--- src/rtl/softmax_pkg.sv ---
// rtl/softmax_pkg.sv - shared types and saturation helper for the softmax forward/backward blocks
package softmax_pkg;

    typedef enum logic [1:0] {
        IDLE   = 2'd0,
        DOT    = 2'd1,
        APPLY  = 2'd2,
        FINISH = 2'd3
    } bwd_state_t;

    localparam int SAT_CALC_W = 64;

    // Clamp a wide signed value into the signed range of a w-bit word (w < 64).
    function automatic logic signed [SAT_CALC_W-1:0] sat_to_width(
        input logic signed [SAT_CALC_W-1:0] v,
        input int                           w
    );
        logic signed [SAT_CALC_W-1:0] hi;
        logic signed [SAT_CALC_W-1:0] lo;
        hi = (64'sd1 <<< (w - 1)) - 64'sd1;
        lo = -(64'sd1 <<< (w - 1));
        if (v > hi) begin
            return hi;
        end
        if (v < lo) begin
            return lo;
        end
        return v;
    endfunction

endpackage

--- src/rtl/fxp_mul_sat.sv ---
// rtl/fxp_mul_sat.sv - combinational signed fixed-point multiply, arithmetic shift right by F, saturate
module fxp_mul_sat
    import softmax_pkg::*;
#(
    parameter int WIDTH_A   = 16,
    parameter int WIDTH_B   = 16,
    parameter int F         = 8,
    parameter int WIDTH_OUT = 16
) (
    input  logic signed [WIDTH_A-1:0]   a,
    input  logic signed [WIDTH_B-1:0]   b,
    output logic signed [WIDTH_OUT-1:0] p
);

    localparam int PW = WIDTH_A + WIDTH_B;

    logic signed [PW-1:0]         prod;
    logic signed [SAT_CALC_W-1:0] prod_ext;
    logic signed [SAT_CALC_W-1:0] shifted;
    logic signed [SAT_CALC_W-1:0] clamped;

    // Operands are sign-extended to the full product width so the multiply never wraps.
    always_comb begin
        prod     = $signed({{WIDTH_B{a[WIDTH_A-1]}}, a}) * $signed({{WIDTH_A{b[WIDTH_B-1]}}, b});
        prod_ext = {{(SAT_CALC_W-PW){prod[PW-1]}}, prod};
        shifted  = prod_ext >>> F;
        clamped  = sat_to_width(shifted, WIDTH_OUT);
        p        = WIDTH_OUT'(clamped);
    end

endmodule

--- src/rtl/softmax_backward.sv ---
// rtl/softmax_backward.sv - softmax gradient pass dx_i = y_i*(g_i - sum_j g_j*y_j), one term per cycle
module softmax_backward
    import softmax_pkg::*;
#(
    parameter int WIDTH             = 16,
    parameter int DIMENSION         = 10,
    parameter int FIXED_POINT_INDEX = 8
) (
    input  logic                              clk,
    input  logic                              reset,
    input  logic                              start,
    input  logic [DIMENSION-1:0][WIDTH-1:0]   y_data,
    input  logic [DIMENSION-1:0][WIDTH-1:0]   grad_in,
    output logic [DIMENSION-1:0][WIDTH-1:0]   grad_out,
    output logic                              busy,
    output logic                              done
);

    localparam int IW     = $clog2(DIMENSION) + 1;
    localparam int ACC_W  = 2 * WIDTH + $clog2(DIMENSION);
    localparam int DIFF_W = WIDTH + 1;
    localparam logic [IW-1:0] LAST_IDX = IW'(DIMENSION - 1);

    bwd_state_t                        state;
    logic [IW-1:0]                     idx;
    logic signed [ACC_W-1:0]           acc;
    logic signed [WIDTH-1:0]           dot;
    logic [DIMENSION-1:0][WIDTH-1:0]   y_reg;
    logic [DIMENSION-1:0][WIDTH-1:0]   g_reg;

    logic signed [WIDTH-1:0]           y_cur;
    logic signed [WIDTH-1:0]           g_cur;
    logic signed [ACC_W-1:0]           term;
    logic signed [ACC_W-1:0]           acc_next;
    logic signed [SAT_CALC_W-1:0]      acc_ext;
    logic signed [WIDTH-1:0]           dot_sat;
    logic signed [DIFF_W-1:0]          diff;
    logic signed [WIDTH-1:0]           apply_out;

    always_comb begin
        y_cur = '0;
        g_cur = '0;
        for (int k = 0; k < DIMENSION; k++) begin
            if (idx == IW'(k)) begin
                y_cur = y_reg[k];
                g_cur = g_reg[k];
            end
        end
    end

    // DOT term: the accumulator width already holds any product, so no clamping occurs here.
    fxp_mul_sat #(
        .WIDTH_A   (WIDTH),
        .WIDTH_B   (WIDTH),
        .F         (FIXED_POINT_INDEX),
        .WIDTH_OUT (ACC_W)
    ) u_dot_mul (
        .a (y_cur),
        .b (g_cur),
        .p (term)
    );

    always_comb begin
        acc_next = acc + term;
        acc_ext  = {{(SAT_CALC_W-ACC_W){acc_next[ACC_W-1]}}, acc_next};
        dot_sat  = WIDTH'(sat_to_width(acc_ext, WIDTH));
        diff     = {g_cur[WIDTH-1], g_cur} - {dot[WIDTH-1], dot};
    end

    fxp_mul_sat #(
        .WIDTH_A   (WIDTH),
        .WIDTH_B   (DIFF_W),
        .F         (FIXED_POINT_INDEX),
        .WIDTH_OUT (WIDTH)
    ) u_apply_mul (
        .a (y_cur),
        .b (diff),
        .p (apply_out)
    );

    always_ff @(posedge clk) begin
        if (!reset) begin
            state    <= IDLE;
            idx      <= '0;
            acc      <= '0;
            dot      <= '0;
            y_reg    <= '0;
            g_reg    <= '0;
            grad_out <= '0;
            busy     <= 1'b0;
            done     <= 1'b0;
        end else begin
            case (state)
                IDLE: begin
                    done <= 1'b0;
                    if (start) begin
                        y_reg <= y_data;
                        g_reg <= grad_in;
                        acc   <= '0;
                        idx   <= '0;
                        busy  <= 1'b1;
                        state <= DOT;
                    end
                end
                DOT: begin
                    acc <= acc_next;
                    if (idx == LAST_IDX) begin
                        dot   <= dot_sat;
                        idx   <= '0;
                        state <= APPLY;
                    end else begin
                        idx <= idx + 1'b1;
                    end
                end
                APPLY: begin
                    for (int k = 0; k < DIMENSION; k++) begin
                        if (idx == IW'(k)) begin
                            grad_out[k] <= apply_out;
                        end
                    end
                    if (idx == LAST_IDX) begin
                        idx   <= '0;
                        state <= FINISH;
                    end else begin
                        idx <= idx + 1'b1;
                    end
                end
                FINISH: begin
                    done  <= 1'b1;
                    busy  <= 1'b0;
                    state <= IDLE;
                end
                default: state <= IDLE;
            endcase
        end
    end

endmodule
--- config.mk ---
export PLATFORM = sky130hd
export DESIGN_NAME = softmax_backward
export DESIGN_NICKNAME = d
export VERILOG_FILES = /design/src/rtl/softmax_pkg.sv /design/src/rtl/fxp_mul_sat.sv /design/src/rtl/softmax_backward.sv
export SDC_FILE = /design/constraint.sdc
export NUM_CORES = 2
export LEC_CHECK = 0
export BUFFER_PORTS_ARGS = -buffer_cell sky130_fd_sc_hd__buf_2
export CAP_MARGIN = 5
export CORE_ASPECT_RATIO = 0.8
export CORE_MARGIN = 2
export CORE_UTILIZATION = 40
export CTS_BUF_LIST = sky130_fd_sc_hd__clkbuf_4 sky130_fd_sc_hd__clkbuf_8
export CTS_CLUSTER_DIAMETER = 80
export DETAILED_ROUTE_END_ITERATION = 10
export HOLD_SLACK_MARGIN = 0.15
export SYNTH_ARGS = -nofsm -noshare
export SYNTH_HDL_FRONTEND = slang
export SYNTH_SLANG_ARGS = --single-unit
--- constraint.sdc ---
create_clock -name clk -period 20.9 [get_ports clk]
set_clock_uncertainty 0.05 [all_clocks]
set_input_delay 3.135 -clock clk [delete_from_list [all_inputs] [get_ports clk]]
set_output_delay 3.135 -clock clk [all_outputs]
set_load 0.05 [all_outputs]
* After elaboration in Yosys (flattened, before gate mapping)
Index checks and enable logic that the tools add are counted.
** Operators by class
- Bitwise logic cells :: 0
- $lt $le $gt $ge :: 6
- $add $sub $neg :: 3
- Equal/unequal tests :: 15
- Div/mod/pow operators :: 0
- Reduce and logical (&&, ||, !) cells :: 22
- Mux-type cells :: 53
- Multipliers :: 2
- Shift operators :: 0
** Operators with widths (number)
- 16-bit two-way mux :: 28
- 36-bit two-way mux :: 5
- 36-bit case mux with 2 select lines :: 1
- 36-bit adder :: 1
- 24-bit by 36-bit > comparator with 1-bit output (second input constant) :: 1
- 36-bit by 16-bit > comparator with 1-bit output (second input constant) :: 1
- 24-bit by 36-bit < comparator with 1-bit output (second input constant) :: 1
- 36-bit by 16-bit < comparator with 1-bit output (second input constant) :: 1
- 16-bit by 17-bit multiplier with 33-bit output :: 1
- 16-bit by 16-bit multiplier with 32-bit output :: 1
- 2-bit AND reduction :: 15
- 25-bit by 16-bit > comparator with 1-bit output (second input constant) :: 1
- 25-bit by 16-bit < comparator with 1-bit output (second input constant) :: 1
- 5-bit by 3-bit equality test with 1-bit output (second input constant) :: 4
- 16-bit by 16-bit subtractor with 17-bit output :: 1
- 5-bit by 2-bit equality test with 1-bit output (second input constant) :: 2
- 5-bit by 4-bit equality test with 1-bit output (second input constant) :: 2
- 1-bit two-way mux :: 10
- 5-bit two-way mux :: 2
- 5-bit case mux with 2 select lines :: 1
- 2-bit case mux with 4 select lines :: 1
- 2-bit two-way mux :: 3
- 2-bit inequality test (second input constant) :: 3
- 2-bit nonzero test :: 3
- other kinds (9) :: 11
** Storage, ports and cells
- Logic and storage cells :: 137
- ROM bits :: 0
- Bits in latches :: 0
- Output and inout bits :: 162
- Memories :: 0
- Register bits :: 541
- Input bits :: 323
- RAM bits :: 0

* Longest topological paths before layout
- Word-level depth :: 23
- Depth in mapped cells :: 57
- Depth with buffers taken out :: 52

* Modules after synthesis
From an unflattened synthesis, not the netlist that was laid out.
** Unflattened totals
- Cells, all modules :: 5567
- Area total of the unflattened synthesis :: 44705.4 um2
** By module, submodules not included
- softmax_backward :: times used 1, area an instance 24040.6 um2, cells each 3241
- fxp_mul_sat at u_apply_mul :: times used 1, area an instance 10835.4 um2, cells each 1233
- fxp_mul_sat at u_dot_mul :: times used 1, area an instance 9829.4 um2, cells each 1093

* Worst setup path before layout
Ideal clock, no wire load.
- Path kind :: flip-flop to flip-flop
- Start :: reg idx[0]
- End :: reg grad_out[22] (netlist bit)
- Period minus slack after synthesis :: 12.395 ns
- Path slack :: 8.505 ns
- Cell stages (with the launch flop) :: 53
- Setup time :: 0.140 ns
- Buffers on the path :: 8
- Arrival :: 12.205 ns
- Cell sequence :: dfxtp_1 -> inv_1 -> ha_1 -> clkbuf_1 -> clkbuf_1 -> and2_1 -> clkbuf_1 -> buf_1 -> a221oi_1 -> nor3_1 -> a221oi_1 -> nand2_1 -> o21ai_0 -> a211oi_1 -> a221oi_1 -> a21oi_1 -> clkbuf_1 -> ha_1 -> [... 17 more ...] -> fa_1 -> fa_1 -> inv_1 -> ha_1 -> inv_1 -> o21bai_1 -> a21o_1 -> a21oi_1 -> o21ai_1 -> or4b_2 -> a22oi_1 -> nor2_1 -> or4_1 -> o31a_1 -> buf_6 -> buf_12 -> a21oi_4 -> a21oi_2
** On the way
- Word-level cells in the longest chain between the ends :: 18
- Elaborated cells between the ends (all ways) :: 41
- Those cells by class :: add/sub: 1; mul: 1; order compare: 2; eq/ne: 9; mux: 26; reduce/logical: 2
** Ends and longest elaborated chain
- start, declared :: RTL line softmax_backward.sv:25 : logic [IW-1:0] idx;
- start signal, assigned :: RTL line softmax_backward.sv:112 : idx <= idx + 1'b1;
- start signal, assigned :: RTL line softmax_backward.sv:125 : idx <= idx + 1'b1;
- 5-bit logical NOT :: RTL line softmax_backward.sv:44 : if (idx == IW'(k)) begin
- 16-bit two-way mux (10 in series) :: RTL line softmax_backward.sv:44
- 16-bit by 16-bit subtractor with 17-bit output :: RTL line softmax_backward.sv:67 : diff = {g_cur[WIDTH-1], g_cur} - {dot[WIDTH-1], dot};
- 16-bit by 17-bit multiplier with 33-bit output :: RTL line fxp_mul_sat.sv:24 : prod = $signed({{WIDTH_B{a[WIDTH_A-1]}}, a}) * $signed({{WIDTH_A{b[WIDTH_B-1]}}, b});
- 25-bit by 16-bit < comparator with 1-bit output :: RTL line softmax_pkg.sv:25 : if (v < lo) begin
- 1-bit two-way mux (2 in series) :: RTL line softmax_pkg.sv:25
- 16-bit two-way mux :: RTL line softmax_pkg.sv:28 : return v;
- 16-bit two-way mux :: RTL line softmax_pkg.sv:25
- end signal, assigned by index :: RTL line softmax_backward.sv:118 : grad_out[k] <= apply_out;
- end, declared :: RTL line softmax_backward.sv:14 : output logic [DIMENSION-1:0][WIDTH-1:0] grad_out,
Parallel ways exist; a longest one is shown, timed or not. The select of a mux whose other input is x is not followed.
A chain may end at the register's enable or synchronous reset.

* Worst setup path in the final report
- Start :: reg idx[0]
- End :: reg grad_out[33] (netlist bit)
Same word-level chain as after synthesis.

==> reports/results.ini <==
[detailed_routing]
dr_wl_met3_um = 13300
wl_um = 150000
drtAntennaViolNets = 0
dr_wl_met2_um = 65400
dr.pass1.iters = 6
route.detailed.drc = 0
via_count = 38800
met1_length_um = 68200
viasPerCell = 5.42
wl_per_cell_um = 21.0
top_layer = met4
first_iter_violations = 3926

[global_route]
grt_pass1_vias = 38100
grt_overflow = 0
grt_max_degree = 212
grt_pass1_wl_um = 233000
antenna_found_initial = 17
grt_usage_pct = 26.8

[yosys]
syn_nets = 6423
ys_types = 89
synth_common_cells = 1055 x nand2_1, 653 x inv_1, 541 x dfxtp_1
ys_ff_latch = 541
netlist_instances = 5342
ys_warn_count = 0
synth_enable_flop_cells = 0
synth_top_area_share_pct = 24.6
ys_dominant_reg_cell = dfxtp_1
ys_async_sr_fraction_pct = 0
synth_area_leader_cell = dfxtp_1
syn_area_sq_mm = 0.0441
syn_avg_cell_area_sq_um = 8.25
synth.top_cells.by_area = dfxtp_1 25%, fa_1 24%, nand2_1 9.0%, ha_1 6.2%, inv_1 5.6%
synth_most_common_cell = nand2_1
seq_area_frac_synth_pct = 24.6

[worst_setup_path]
worst_ep_required_time_ps = 21450
cpPeakStageDelay_ps = 780
cpMaxStageDelayCell = ha_1
path_class = register to register
reg2regPathDepth = 46
crit_top_cell = fa_1
cp.buffers_inverters = 6
critical_path_arrival_ps = 15910
critical_path.top_delay_family = compound AO/OA/AOI/OAI gates
cp-startpoint = idx[0]
timing.rr.start = idx[0]
rrSetupSlack_ps = 5540
cp_max_fo = 28
crit_cells = 46
rr_endpoint = grad_out[33]
start_kind = register
end_kind = register
endpoint = grad_out[33]

[sta]
finalHoldViolCount = 0
min_period_over_period_pct = 73.5
fin_tns_setup_ps = 0
worst_slew_pin_slew_ps = 1310
rsz0062_at_grt = no
min_period_ps = 15360
max_freq_mhz = 65.1
setup_viol = 0
relSlewSlack_pct = 12.4
post-route-worst-setup-slack_ps = 5540
slew_violations = 0

[clock_network]
cts_tree = done
cts-buffers-inserted = 91
cts_setup_buffers = 0
cts_resized = 0
clk_pin_slew_ps = 60
clock_latency_ps = 740
clock_sinks = 541
hold_buffers = 0
cts_buffer_depth = 3
htreeDepth = 3
root_buffer = clkbuf_8

[floorplan]
start_util_pct = 40.5
fp.dieH_um = 301
die-area_sq_mm = 0.113
die_w_um = 375
pin_count = 485
core_sq_mm = 0.109
rows = 108

[place]
gp_congestion = 0.909
dp_slack_ps = 5790
hpwl_um = 114000
dp_cells = 6998
io_buffers = 484

[flow_run]
drv_cap = 0

[outcome]
status = complete, no violations

[cells_and_area]
syn_to_final_growth_pct = 12.6
nFillCells = 11000
drive_gt1_share_pct = 15.2
fin_nets = 6742
stdcell_count = 7171

[worst_hold_path]
hp-class = register to register

-- per-stage QoR --
step                      utilization [%]  hold slack (ps)  area, sq um
final                                45.6              401        49600
after global routing                 45.6              415        49600
after CTS                            45.5              402        49600
after detailed placement             43.8              394        47700
after global placement               43.8              390        47700
after floorplan                         -              381        44100
-- layout make-up --
class,instances,area [sq um],area share [%]
tap,1430,1790,3.60
clock inverter,18,234,0.471
timing repair buffer,556,3000,6.05
inverter,654,2460,4.96
multi-input combinational,3817,29600,59.6
clock buffer,138,1700,3.42
sequential,541,10800,21.8
antenna,17,42.5,0.0857
-- worst reg2reg max path: cells and delay by family (launching register included) --
| kind | cells | cell delay, ps |
|---|---|---|
| AOI/OAI and AO/OA | 20 | 5730 |
| adders and majority gates | 9 | 4830 |
| buffers and inverters | 6 | 1400 |
| DFF | 1 | 420 |
| and+or+nand+nor | 11 | 2830 |
-- logic make-up after synthesis --
family,count (synthesis),share of synthesized area [%]
and+or+nand+nor,1734,16.4
AOI/OAI and AO/OA,1222,17.7
buffers and inverters,984,8.56
adders and majority gates,758,30.7
DFF,541,24.6
xor gates and xnor gates,99,1.97
muxes,4,0.0937
-- layout by cell type, fill, tap and decap left out, drive strengths merged, types with 29 or more instances in the layout --
master	Yosys	layout
o211ai	38	38
a21o	43	43
nand3	39	39
a221oi	70	70
ha	220	220
nand2b	29	29
a211oi	31	31
dfxtp	541	541
o21ai	252	252
a22oi	57	57
inv	654	659
nand2	1056	1056
o21a	34	34
buf	43	556
nor2	394	394
fa	538	538
nor3	44	44
xnor2	62	62
a21oi	579	579
clkbuf	287	138
xor2	37	37
and2	39	39
-- layer usage --
| layer | vias to the layer above | global-route usage, % |
|---|---|---|
| met5 | - | 0 |
| met4 | 0 | 7.55 |
| met3 | 192 | 5.36 |
| met2 | 1557 | 40.3 |
| met1 | 19100 | 39.0 |
| li1 | 18000 | - |
-- worst min-delay path by stage --
stage                          start          to  slack (ps)  cells after the start
final                      y_reg[41]   y_reg[41]         400                      2
after global routing       g_reg[90]   g_reg[90]         420                      2
after CTS                  y_reg[38]   y_reg[38]         400                      2
after detailed placement   y_reg[38]   y_reg[38]         390                      2
after global placement     y_reg[92]   y_reg[92]         390                      2
after floorplan           y_reg[113]  y_reg[113]         380                      2
Power is not shown: default switching activity piles up to over one toggle a cycle in this logic, so the estimate is an artifact.
